$ cat src/rtl/param_counter_pkg.sv
// rtl/param_counter_pkg.sv - shared constants and width helper for param_counter
package cnt_pkg;

  localparam logic CNT_UP    = 1'b1;
  localparam logic CNT_DN    = 1'b0;
  localparam logic MODE_WRAP = 1'b0;
  localparam logic MODE_SAT  = 1'b1;

  // Bits needed to hold values 0..v-1; returns 0 for v <= 1.
  function automatic int clog2(input int v);
    int r;
    int x;
    r = 0;
    x = v - 1;
    while (x > 0) begin
      r = r + 1;
      x = x >> 1;
    end
    return r;
  endfunction

endpackage

$ cat src/rtl/param_counter_tick.sv
// rtl/param_counter_tick.sv - clock-enable prescaler, one tick per DIV enabled cycles
module prescaler_tick
  import cnt_pkg::*;
#(
  parameter int DIV = 1
) (
  input  logic clk,
  input  logic rstn,
  input  logic en,
  input  logic clr,
  output logic tick
);

  localparam int PW = (clog2(DIV) < 1) ? 1 : clog2(DIV);
  localparam logic [PW-1:0] LAST = PW'(DIV - 1);

  logic [PW-1:0] pre;

  // With DIV=1 LAST is 0, so pre never leaves 0 and tick follows en.
  assign tick = en && (pre == LAST);

  always_ff @(posedge clk) begin
    if (!rstn || clr) begin
      pre <= '0;
    end else if (en) begin
      pre <= (pre == LAST) ? '0 : pre + 1'b1;
    end
  end

endmodule

$ cat src/rtl/param_counter.sv
// rtl/param_counter.sv - up/down counter with modulus, prescaler, load/clear, wrap/saturate
module param_counter
  import cnt_pkg::*;
#(
  parameter int WIDTH = 4,
  parameter int MAX   = 15,
  parameter int DIV   = 1
) (
  input  logic             clk,
  input  logic             rstn,
  input  logic             en,
  input  logic             up_dn,
  input  logic             sat_mode,
  input  logic             clr,
  input  logic             load,
  input  logic [WIDTH-1:0] load_val,
  output logic [WIDTH-1:0] cnt,
  output logic             tc,
  output logic             ovf
);

  generate
    if (WIDTH < 2 || WIDTH > 32 || MAX < 1 || DIV < 1 ||
        longint'(MAX) > ((longint'(1) << WIDTH) - 1)) begin : g_bad_params
      $error("param_counter: MAX must fit in WIDTH bits and WIDTH/DIV must be in range");
    end
  endgenerate

  localparam logic [WIDTH-1:0] MAXV = WIDTH'(MAX);

  logic             step;
  logic             hit;
  logic [WIDTH-1:0] nxt;

  prescaler_tick #(.DIV(DIV)) u_tick (
    .clk  (clk),
    .rstn (rstn),
    .en   (en),
    .clr  (clr | load),
    .tick (step)
  );

  // Boundary detect and next value for a qualifying step.
  always_comb begin
    hit = 1'b0;
    nxt = cnt;
    if (up_dn == CNT_UP) begin
      if (cnt >= MAXV) begin
        hit = 1'b1;
        nxt = (sat_mode == MODE_SAT) ? MAXV : '0;
      end else begin
        nxt = cnt + 1'b1;
      end
    end else begin
      if (cnt == '0) begin
        hit = 1'b1;
        nxt = (sat_mode == MODE_SAT) ? '0 : MAXV;
      end else begin
        nxt = cnt - 1'b1;
      end
    end
  end

  always_ff @(posedge clk) begin
    if (!rstn || clr) begin
      cnt <= '0;
      tc  <= 1'b0;
      ovf <= 1'b0;
    end else if (load) begin
      cnt <= (load_val > MAXV) ? MAXV : load_val;
      tc  <= 1'b0;
    end else if (step) begin
      cnt <= nxt;
      tc  <= hit;
      ovf <= ovf | hit;
    end else begin
      tc  <= 1'b0;
    end
  end

endmodule

$ cat config.mk
export PLATFORM = sky130hd
export DESIGN_NAME = param_counter
export DESIGN_NICKNAME = d
export VERILOG_FILES = /design/src/rtl/param_counter_pkg.sv /design/src/rtl/param_counter_tick.sv /design/src/rtl/param_counter.sv
export SDC_FILE = /design/constraint.sdc
export NUM_CORES = 1
export LEC_CHECK = 0
export CAP_MARGIN = 30
export CORE_AREA = 3 3 40 42
export DETAILED_ROUTE_END_ITERATION = 10
export DIE_AREA = 0 0 43 45
export PLACE_DENSITY = 0.77
export SLEW_MARGIN = 0
export SYNTH_ARGS = -nofsm -noshare
export SYNTH_HDL_FRONTEND = slang
export SYNTH_HIERARCHICAL = 1
export SYNTH_SLANG_ARGS = --single-unit
$ cat constraint.sdc
create_clock -name clk -period 2.36 [get_ports clk]
set_input_delay 0.472 -clock clk [delete_from_list [all_inputs] [get_ports clk]]
set_output_delay 0.472 -clock clk [all_outputs]
set_load 0.05 [all_outputs]
==> results.py <==
metrics = {
    "placed_design": {
        "placed_cells_incl_taps": 92,
        "place_congestion": 0.7795,
        "port_buffers": 16,
        "hpwl_um": 972.8,
    },
    "global_route": {
        "grt_pass1_wl_um": 2028,
        "antenna_found_initial": 0,
        "grt_pass1_vias": 475,
        "track_usage_pct": 14.01,
        "grt_max_degree": 15,
        "grt_overflow_total": 0,
    },
    "final_layout": {
        "multiInputGateArea_um2": 347.8,
        "num-nets-final": 95,
        "area_delta_synth_final_pct": 33.82,
        "regArea_um2": 120.1,
        "instances_no_fill": 95,
        "antennaDiodeCount": 0,
        "drive_above_1_share_pct": 7.500,
        "num-fill-cells": 125,
    },
    "setup_path": {
        "end_kind": "output pin",
        "start_kind": "register",
        "path_cells": "clkdlybuf4s50_1",
        "required_ps": 1890,
        "path_delay_family": "buffers and inverters",
        "cp.arrival_ps": 1770,
        "path_max_fanout": 14,
        "critical-path-max-stage-delay_ps": 900,
        "r2r_slack_ps": 750,
        "critPathSlowestCell": "clkdlybuf4s50_1",
        "critPathBufInv": 1,
        "crit_type": "reg -> out",
    },
    "power": {
        "ir_worst_vdd_mv": 0.2345,
        "cellLeakagePower_nw": 0.2475,
        "pwr_density_cell_nw_per_um2": 441.0,
    },
    "sta": {
        "worst_pin_slew_ps": 502.6,
        "finalSetupTns_ps": 0,
        "drv_slew": 0,
        "slew-limit-headroom_pct": 66.39,
        "rsz0062_at_grt": "no",
        "setup_viol_count_final": 0,
        "max_freq_ghz": 0.4466,
        "clock_skew_ps": 2.961,
        "hold_violations": 0,
        "period_share_pct": 94.87,
        "layout_min_cycle_time_ps": 2239,
    },
    "detailed_routing": {
        "drtIter0Drc": 13,
        "wire_per_inst_um": 12.61,
        "vias": 533,
        "drc": 0,
        "wirelength_um": 1198,
        "ant_nets": 0,
        "vias_per_cell": 5.611,
        "first_pass_iters": 4,
    },
    "synthesis": {
        "synth_nets": 78,
        "syn_avg_cell_area_um2": 7.911,
        "syn-cell-area_um2": 514.2,
        "synth_cells": 65,
        "ys_warn_count": 6,
    },
    "clocking": {
        "clk_root_buffer_cell": "clkbuf_4",
        "ctsHoldBuffers": 0,
        "insertion_delay_ps": 240,
        "post_cts_buffers": 0,
        "clk_path_buf_depth": 2,
        "htreeDepth": 1,
        "numCtsBuffers": 3,
        "cts_sinks": 6,
        "clkTransAtPathRegs_ps": 40,
        "cts_tree": "built",
        "ctsResizeCount": 0,
    },
    "die": {
        "fp.dieW_um": 43,
        "die_area_um2": 1935,
        "start_util_pct": 40.02,
        "core-area_um2": 1285,
        "num_io_pins": 17,
        "rows": 13,
        "die_h_um": 45,
    },
    "flow_run": {
        "max_cap_viol_count": 0,
    },
    "status": {
        "status": "finished clean",
    },
    "min_path": {
        "hold_class": "reg -> reg",
    },
}
[report_power, final]
part | switching (mW) | internal [mW] | leakage, nW
clock | 0.0358 | 0.0574 | 0.0138
sequential | 0.00694 | 0.106 | 0.0489
combinational | 0.0508 | 0.0466 | 0.185
[worst register-to-register path: cells and delay by family (launching register included)]
kind,cells,cell delay (ps)
flip-flops,1,450
adder cells (fa/ha/maj),1,260
AO/OA/AOI/OAI,3,570
AND/OR/NAND/NOR,1,150
buffers and inverters,1,90
[sequential cells by signal (all words and copies together) (netlist names)]
register	cells
cnt	4
ovf	1
tc	1
[stage by stage]
stage	power [mW]	hold slack (ps)	cell area [µm²]	utilization [%]	worst slack (ps)
2_1_floorplan	0.1797	658.2	514.2	-	568.4
3_3_place_gp	0.2094	464.6	665.6	51.80	428.7
3_5_place_dp	0.2119	468.8	665.6	51.80	393.4
4_1_cts	0.3067	473.9	688.2	53.55	139.6
5_1_grt	0.3218	513.3	688.2	53.55	82.03
6_report	0.3035	483.4	688.2	53.55	121.1
[placed cells by master, fill, tap and decap left out, drive strengths merged, types with 3 or more instances in the layout]
cell            n
inv             3
nor3            6
a21oi           7
dfxtp           6
clkbuf          3
nor2b           3
nand2           3
clkdlybuf4s50  16
nand2b          3
nor2            4
[per-layer routing]
| metal | part of all wire [%] | wire length (µm) | vias up | track usage [%] |
|---|---|---|---|---|
| met3 | 5.7 | 68 | 2 | 3.984 |
| met1 | 44 | 526 | 241 | 16.71 |
| met5 | 0 | 0 | - | 0 |
| li1 | - | - | 274 | - |
| met2 | 50 | 596 | 16 | 24.85 |
| met4 | 0.50 | 6 | 0 | 3.614 |
[path summary, 6_finish.rpt]
check             endpoint  cells past startpoint    from
setup / recovery    cnt[2]                      1  cnt[2]
hold / removal         ovf                      2     ovf
setup reg to reg    cnt[3]                      6  cnt[0]
hold reg to reg        ovf                      2     ovf
[final cells by class]
cell class	instances	share of cell area [%]
Timing Repair Buffer	17	24.36
Tap cell	15	2.727
Multi-Input combinational cell	51	50.55
Clock buffer	3	3.273
Sequential cell	6	17.45
Inverter	3	1.636
Power figures use the tool's default switching activity.
